[config.mk]
export PLATFORM = sky130hd
export DESIGN_NAME = rx_fifo
export DESIGN_NICKNAME = d
export VERILOG_FILES = /design/src/rtl/uart_pkg.sv /design/src/rtl/rx_fifo_mem.sv /design/src/rtl/rx_fifo.sv
export SDC_FILE = /design/constraint.sdc
export NUM_CORES = 1
export LEC_CHECK = 0
export CELL_PAD_IN_SITES_DETAIL_PLACEMENT = 1
export CELL_PAD_IN_SITES_GLOBAL_PLACEMENT = 2
export CORE_ASPECT_RATIO = 0.75
export CORE_MARGIN = 5
export CORE_UTILIZATION = 24
export DETAILED_ROUTE_END_ITERATION = 12
export PLACE_DENSITY_LB_ADDON = 0.1
export SLEW_MARGIN = 20
export SYNTH_ARGS = -nofsm -noshare
export SYNTH_HDL_FRONTEND = slang
export SYNTH_SLANG_ARGS = --single-unit
[constraint.sdc]
create_clock -name Clk -period 3.4 [get_ports Clk]
set_input_delay 0.85 -clock Clk [delete_from_list [all_inputs] [get_ports Clk]]
set_output_delay 0.85 -clock Clk [all_outputs]
set_load 0.05 [all_outputs]
[src/rtl/uart_pkg.sv]
// Shared UART constants and types used by the receive path.
package uart_pkg;

  localparam int RX_FIFO_DEPTH = 16;

  typedef logic [7:0] byte_t;

endpackage

[src/rtl/rx_fifo_mem.sv]
// Byte storage for rx_fifo: one synchronous write port, one asynchronous read port.
module rx_fifo_mem
  import uart_pkg::*;
#(
  parameter int DEPTH = RX_FIFO_DEPTH,
  localparam int AW = $clog2(DEPTH)
) (
  input  logic          Clk,
  input  logic          wr_en,
  input  logic [AW-1:0] wr_addr,
  input  byte_t         wr_data,
  input  logic [AW-1:0] rd_addr,
  output byte_t         rd_data
);

  // Contents are deliberately not reset; the reader masks them while empty.
  byte_t mem [DEPTH];

  always_ff @(posedge Clk) begin
    if (wr_en) begin
      mem[wr_addr] <= wr_data;
    end
  end

  assign rd_data = mem[rd_addr];

endmodule

[src/rtl/rx_fifo.sv]
// Receive byte FIFO, first-word-fall-through, with fill level, almost-full
// and a sticky overflow flag. Pushes cannot be stalled; excess bytes are dropped.
module rx_fifo
  import uart_pkg::*;
#(
  parameter int DEPTH     = RX_FIFO_DEPTH,
  parameter int AFULL_LVL = DEPTH - 2,
  localparam int AW = $clog2(DEPTH),
  localparam int PW = AW + 1
) (
  input  logic          Clk,
  input  logic          Rst,
  input  byte_t         Data_In,
  input  logic          Valid_In,
  output byte_t         RX_Data,
  output logic          RX_Empty,
  output logic          RX_Full,
  input  logic          Data_Read,
  output logic          Almost_Full,
  output logic [PW-1:0] Level,
  output logic          Overflow,
  input  logic          Ovf_Clr
);

  logic [PW-1:0] wr_ptr_reg, wr_ptr_next;
  logic [PW-1:0] rd_ptr_reg, rd_ptr_next;
  logic [PW-1:0] level_reg;
  logic          ovf_reg, ovf_next;
  logic          empty, full, push, pop, drop;
  byte_t         head;

  // The MSB of each pointer is a wrap bit, telling full from empty.
  assign empty = (wr_ptr_reg == rd_ptr_reg);
  assign full  = (wr_ptr_reg[AW-1:0] == rd_ptr_reg[AW-1:0]) &&
                 (wr_ptr_reg[AW] != rd_ptr_reg[AW]);

  // A pop in the same cycle frees a slot, so a push into a full FIFO is accepted.
  assign pop  = Data_Read && !empty;
  assign push = Valid_In && (!full || pop);
  assign drop = Valid_In && full && !pop;

  always_comb begin
    wr_ptr_next = wr_ptr_reg;
    rd_ptr_next = rd_ptr_reg;
    ovf_next    = ovf_reg;
    if (push) wr_ptr_next = wr_ptr_reg + PW'(1);
    if (pop)  rd_ptr_next = rd_ptr_reg + PW'(1);
    if (drop)         ovf_next = 1'b1;
    else if (Ovf_Clr) ovf_next = 1'b0;
  end

  always_ff @(posedge Clk or posedge Rst) begin
    if (Rst) begin
      wr_ptr_reg <= '0;
      rd_ptr_reg <= '0;
      level_reg  <= '0;
      ovf_reg    <= 1'b0;
    end else begin
      wr_ptr_reg <= wr_ptr_next;
      rd_ptr_reg <= rd_ptr_next;
      level_reg  <= wr_ptr_next - rd_ptr_next;
      ovf_reg    <= ovf_next;
    end
  end

  rx_fifo_mem #(
    .DEPTH (DEPTH)
  ) u_mem (
    .Clk     (Clk),
    .wr_en   (push),
    .wr_addr (wr_ptr_reg[AW-1:0]),
    .wr_data (Data_In),
    .rd_addr (rd_ptr_reg[AW-1:0]),
    .rd_data (head)
  );

  assign RX_Data     = empty ? 8'h00 : head;
  assign RX_Empty    = empty;
  assign RX_Full     = full;
  assign Almost_Full = (level_reg >= PW'(AFULL_LVL));
  assign Level       = level_reg;
  assign Overflow    = ovf_reg;

endmodule

---- After elaboration in Yosys (flattened, before gate mapping) ----
Memory sizes are Yosys's and may differ from the RTL's.
Index checks and enable logic that the tools add are counted.
word-level totals
  memories kept ........................... 1
  register bits after elaboration ......... 16
  bits of input ports ..................... 13
  output and inout port bits .............. 17
  RAM bits ................................ 128
memories
  name       depth  width  rd ports  clocked after Yosys merged registers in  wr ports  line               text
  u_mem.mem  16     8      1         0                                        1         rx_fifo_mem.sv:17  byte_t mem [DEPTH];
operators by class
  $add $sub $neg .......................... 3
  eq/ne operators ......................... 3
  magnitude comparators ................... 1
  reductions and logical operators ........ 10
  multiplexer cells ....................... 7
operator list
  operator                                                           number
  adder 5 x 1 -> 5 bit, second input constant                        2
  2-to-1 mux 5 bit                                                   2
  2-to-1 mux 8 bit                                                   1
  equality test 5 bit                                                1
  greater-or-equal comparator 5 x 4 -> 1 bit, second input constant  1
  logical AND 1 bit                                                  5
  subtractor 5 bit                                                   1
  equality test 4 bit                                                1
  2-to-1 mux 1 bit                                                   4
  logical NOT 1 bit                                                  3
  nonzero test 2 bit                                                 1
  logical OR 1 bit                                                   1
  != test 1 bit                                                      1

---- Logic depth before layout (Yosys ltp) ----
  depth in word-level cells ............... 7
  depth in mapped cells ................... 13
  depth with buffers taken out ............ 12

---- Hierarchy ----
A second synthesis with hierarchy kept.
unflattened totals
  cell total of the unflattened synthesis .. 323
  area total of the unflattened synthesis .. 5999.5 µm²
by module, submodules not included
  module       cells an instance  instances  seq. area each (µm²)  area an instance (µm²)
  rx_fifo_mem  221                1          3843.7                4987.3
  rx_fifo      102                1          400.4                 1012.2

---- Least setup slack after synthesis ----
Ideal clock, no wire load.
  path type ............................... reg-to-output
  start point ............................. register rd_ptr_reg[0]
  end point ............................... output RX_Data[0]
  data arrival time ....................... 2756 ps
  stages on the path, launching flop included .. 7
  slack ................................... -206 ps
  cell sequence ........................... dfrtp_1 -> buf_6 -> xor2_2 -> or4_4 -> buf_6 -> nor2_1 -> nor2b_1
between the ends
  word-level cells in the longest chain between the ends .. 2
  elaborated cells between the ends (all ways) .. 3
  classes of those cells .................. eq/ne (1); mux (1); memory (1)
RTL lines
  element                 line           text
  from (decl)             rx_fifo.sv:26  logic [PW-1:0] rd_ptr_reg, rd_ptr_next;
  from (signal assigned)  rx_fifo.sv:60  rd_ptr_reg <= rd_ptr_next;
  equality test 5 bit     rx_fifo.sv:33  assign empty = (wr_ptr_reg == rd_ptr_reg);
  named net RX_Empty      rx_fifo.sv:16  output logic RX_Empty,
  2-to-1 mux 8 bit        rx_fifo.sv:77  assign RX_Data = empty ? 8'h00 : head;
  to (decl)               rx_fifo.sv:15  output byte_t RX_Data,
The timed path passes the listed nets, and every way through them passes these cells.

---- Worst setup path after layout ----
  start point ............................. register rd_ptr_reg[0]
  end point ............................... output RX_Data[3]
between the ends
  word-level cells in the longest chain between the ends .. 2
  elaborated cells between the ends (all ways) .. 3
  classes of those cells .................. eq/ne (1); mux (1); memory (1)
RTL lines
  element                                                                 line
  memory read (16 x 8 bit) / equality test 5 bit (equally long branches)  --
  2-to-1 mux 8 bit *                                                      rx_fifo.sv:77
Mark *: on every way between the ends. The rest lies on a longest branch, timed or not.

==> results.cfg <==
[run_status]
status = finished clean

[global_routing]
grt_usage_pct = 12.5
overflow = 0
grt_pass1_wl_um = 24300
grt_max_degree = 26
grt_pass1_vias = 3364
antenna_found_initial = 0

[synthesis]
avgSynthCellArea_um2 = 19.4
synth_edf_count = 128
synth-async-reset-ratio_pct = 11.1
syn_nets = 331
synth_commonest_cells = edfxtp_1 (128), mux4_2 (40), dfrtp_1 (16), inv_1 (16), nor2_1 (16)
synth_top_cell_area_share_pct = 64.5
synth_seq_cells = 144
syn_area_um2 = 5960
synthCells = 308
synth_seq_area_share_pct = 71.2
synth.distinct_cells = 43
ys_top_cells_by_area = edfxtp_1 (64%), mux4_2 (15%), dfrtp_1 (6.7%), ha_1 (1.9%), xor2_1 (1.2%)
yosysTopAreaCell = edfxtp_1
ys.flop_type = edfxtp_1
yosysMostFrequentCell = edfxtp_1
yosys_warnings = 0

[power]
total_power_mw = 7.66
ir_drop_v = 0.000436
leakagePower_nw = 2.63
power.density_nw_per_um2 = 1010

[job]
cap_violations = 0

[layout]
nets = 413
stdcell_area_um2 = 7590
fill_cells = 2512
drive_gt1_share_pct = 33.3
regMostFlops = u_mem.mem
largest_reg_flops = 128
multi_input_area_um2 = 1630
seq_area_um2 = 4250
synthToLayoutAreaGrowth_pct = 27.3
instances_no_fill = 738
diodes = 0

[clock_network]
clockBufferDepth = 2
hold_buffers = 0
clk_latency_ps = 430
cts_htree_levels = 4
numCtsBuffers = 17
clk_pin_slew_worst_paths_ps = 60
cts_root_buffer = clkbuf_16
cts.sink_count = 144
cts_tree = yes

[placement]
port_buffers = 29
post_dp_cell_area_um2 = 6940
place_inst = 704
gp_congestion = 0.766
place_hpwl_um = 11000

[timing]
skew_ps = 15.5
clock.fmax_mhz = 297
grt_setup_unrepaired = true
worst-slew-pin-transition_ps = 770
min_period_ps = 3370
report.final.slew_viol_count = 0
relSlewSlack_pct = 48.6
hold_viol = 0
final-setup-viol-count = 0
fin_crit_sh_pct = 99.0

[floorplan]
core_um2 = 24700
dieArea_um2 = 28100
fp.dieW_um = 192
std_cell_rows = 50
die_y_um = 146
io_pins = 30
initial_core_util_pct = 24.1

[worst_setup_path]
cp_data_arrival_time_ps = 2520
worst-path-stages = 5
endpoint_kind = output port
rr_endpoint = Level[4]
crit_chain = buf_12 > mux4_2 > mux4_2 > nor2b_4 > buf_6
critPathLaunchType = flop
cpPeakStageDelay_ps = 560
critical_path.max_fanout = 6
crit_top_cell = mux4_2
crit_type = reg2out
cp.buffers_inverters = 2
worstPathRequired_ps = 2550
worstReg2RegStart = rd_ptr_reg[0]
r2r_slack_ps = 220
cp-endpoint = RX_Data[3]
r2r_cells = 11
crit_slowest_cell = mux4_2
crit_family = multiplexers
startpoint = rd_ptr_reg[0]

[route]
vias = 3109
detailedRoute.firstIterationViolations = 253
antenna_left = 0
wirelength_um = 16500
viasPerCell = 4.21
drcViolationCount = 0
routedWlPerCell_um = 22.3
drt_first_pass_iters = 5

[worst_hold_path]
hold_path_class = reg2reg
## logic make-up (layout without fill, tap and decap cells)
kind of cell	after synthesis	in the layout	synth area share, %
fa+ha+maj	10	10	2.22
simple gates	49	49	4.26
compound gates	18	18	2.22
buf+inv	29	121	2.18
mux	42	42	15.4
flops	144	144	71.2
xor+xnor	16	16	2.48
## placed cells by master, fill, tap and decap left out, types with 2 or more instances in the layout
master,instances
mux4_2,40
xor2_1,8
inv_1,16
nand2_1,7
buf_4,40
nor2b_4,5
clkdlybuf4s50_1,19
clkinv_1,4
a21oi_1,3
nand4_1,2
nor3_1,5
dfrtp_1,15
mux2i_1,2
clkinv_2,6
buf_12,7
o21ai_1,2
buf_6,9
clkbuf_16,17
nand2b_1,2
xnor2_1,7
edfxtp_1,128
nor2_1,15
ha_1,9
nor2b_1,3
o211ai_1,2
## how the worst min path moves through the flow
stage	endpoint	depth (start not counted)	start	slack, ps
2_1_floorplan	wr_ptr_reg[4]	1	wr_ptr_reg[4]	500
4_1_cts	wr_ptr_reg[4]	1	wr_ptr_reg[4]	540
5_1_grt	wr_ptr_reg[4]	1	wr_ptr_reg[4]	560
6_report	wr_ptr_reg[4]	1	wr_ptr_reg[4]	540
3_3_place_gp	rd_ptr_reg[4]	1	rd_ptr_reg[4]	510
3_5_place_dp	wr_ptr_reg[4]	1	wr_ptr_reg[4]	520
## power by group
part	switching, mW	internal, mW
Combinational	2.12	1.64
Sequential	0.123	2.20
Clock	0.684	0.897
## repair_timing
| item | CTS | global route |
|---|---|---|
| gates resized for setup | 26 | 3 |
| setup endpoints to repair | 6 | 8 |
| gates cloned | 3 | 0 |
| hold endpoints to repair | 0 | 0 |
| pin swaps | 0 | 1 |
| setup buffers | 4 | 1 |
## per-stage QoR
stage | setup WS [ps] | hold WS [ps] | TNS (ps) | utilization [%]
4_1_cts | -43.6 | 536 | -238 | 31.0
3_5_place_dp | 173 | 524 | 0 | 28.1
5_1_grt | -25.9 | 564 | -88.2 | 30.7
3_3_place_gp | 239 | 512 | 0 | 28.1
6_report | 34.7 | 536 | 0 | 30.7
2_1_floorplan | 230 | 498 | 0 | -
## layer usage
layer	track usage [%]	wire length (um)
met2	17.0	7180
met4	3.42	132
met1	19.3	8620
met5	0	0
met3	3.37	560
## layout make-up
class / count / share of cell area, %
timing repair buffer: 76 / 9.84
inverter: 16 / 0.791
multi-input combinational: 135 / 21.5
clock buffer: 18 / 5.65
clock inverter: 11 / 0.692
tap: 338 / 5.57
sequential: 144 / 55.9
## worst reg2reg max path, delay by kind of cell, from the launching register on
family | cells | cell delay [ps]
compound gates | 3 | 540
xor+xnor | 3 | 510
fa+ha+maj | 1 | 430
buf+inv | 2 | 170
flops | 1 | 560
mux | 1 | 290
simple gates | 1 | 560
(Power assumes the default switching activity.)
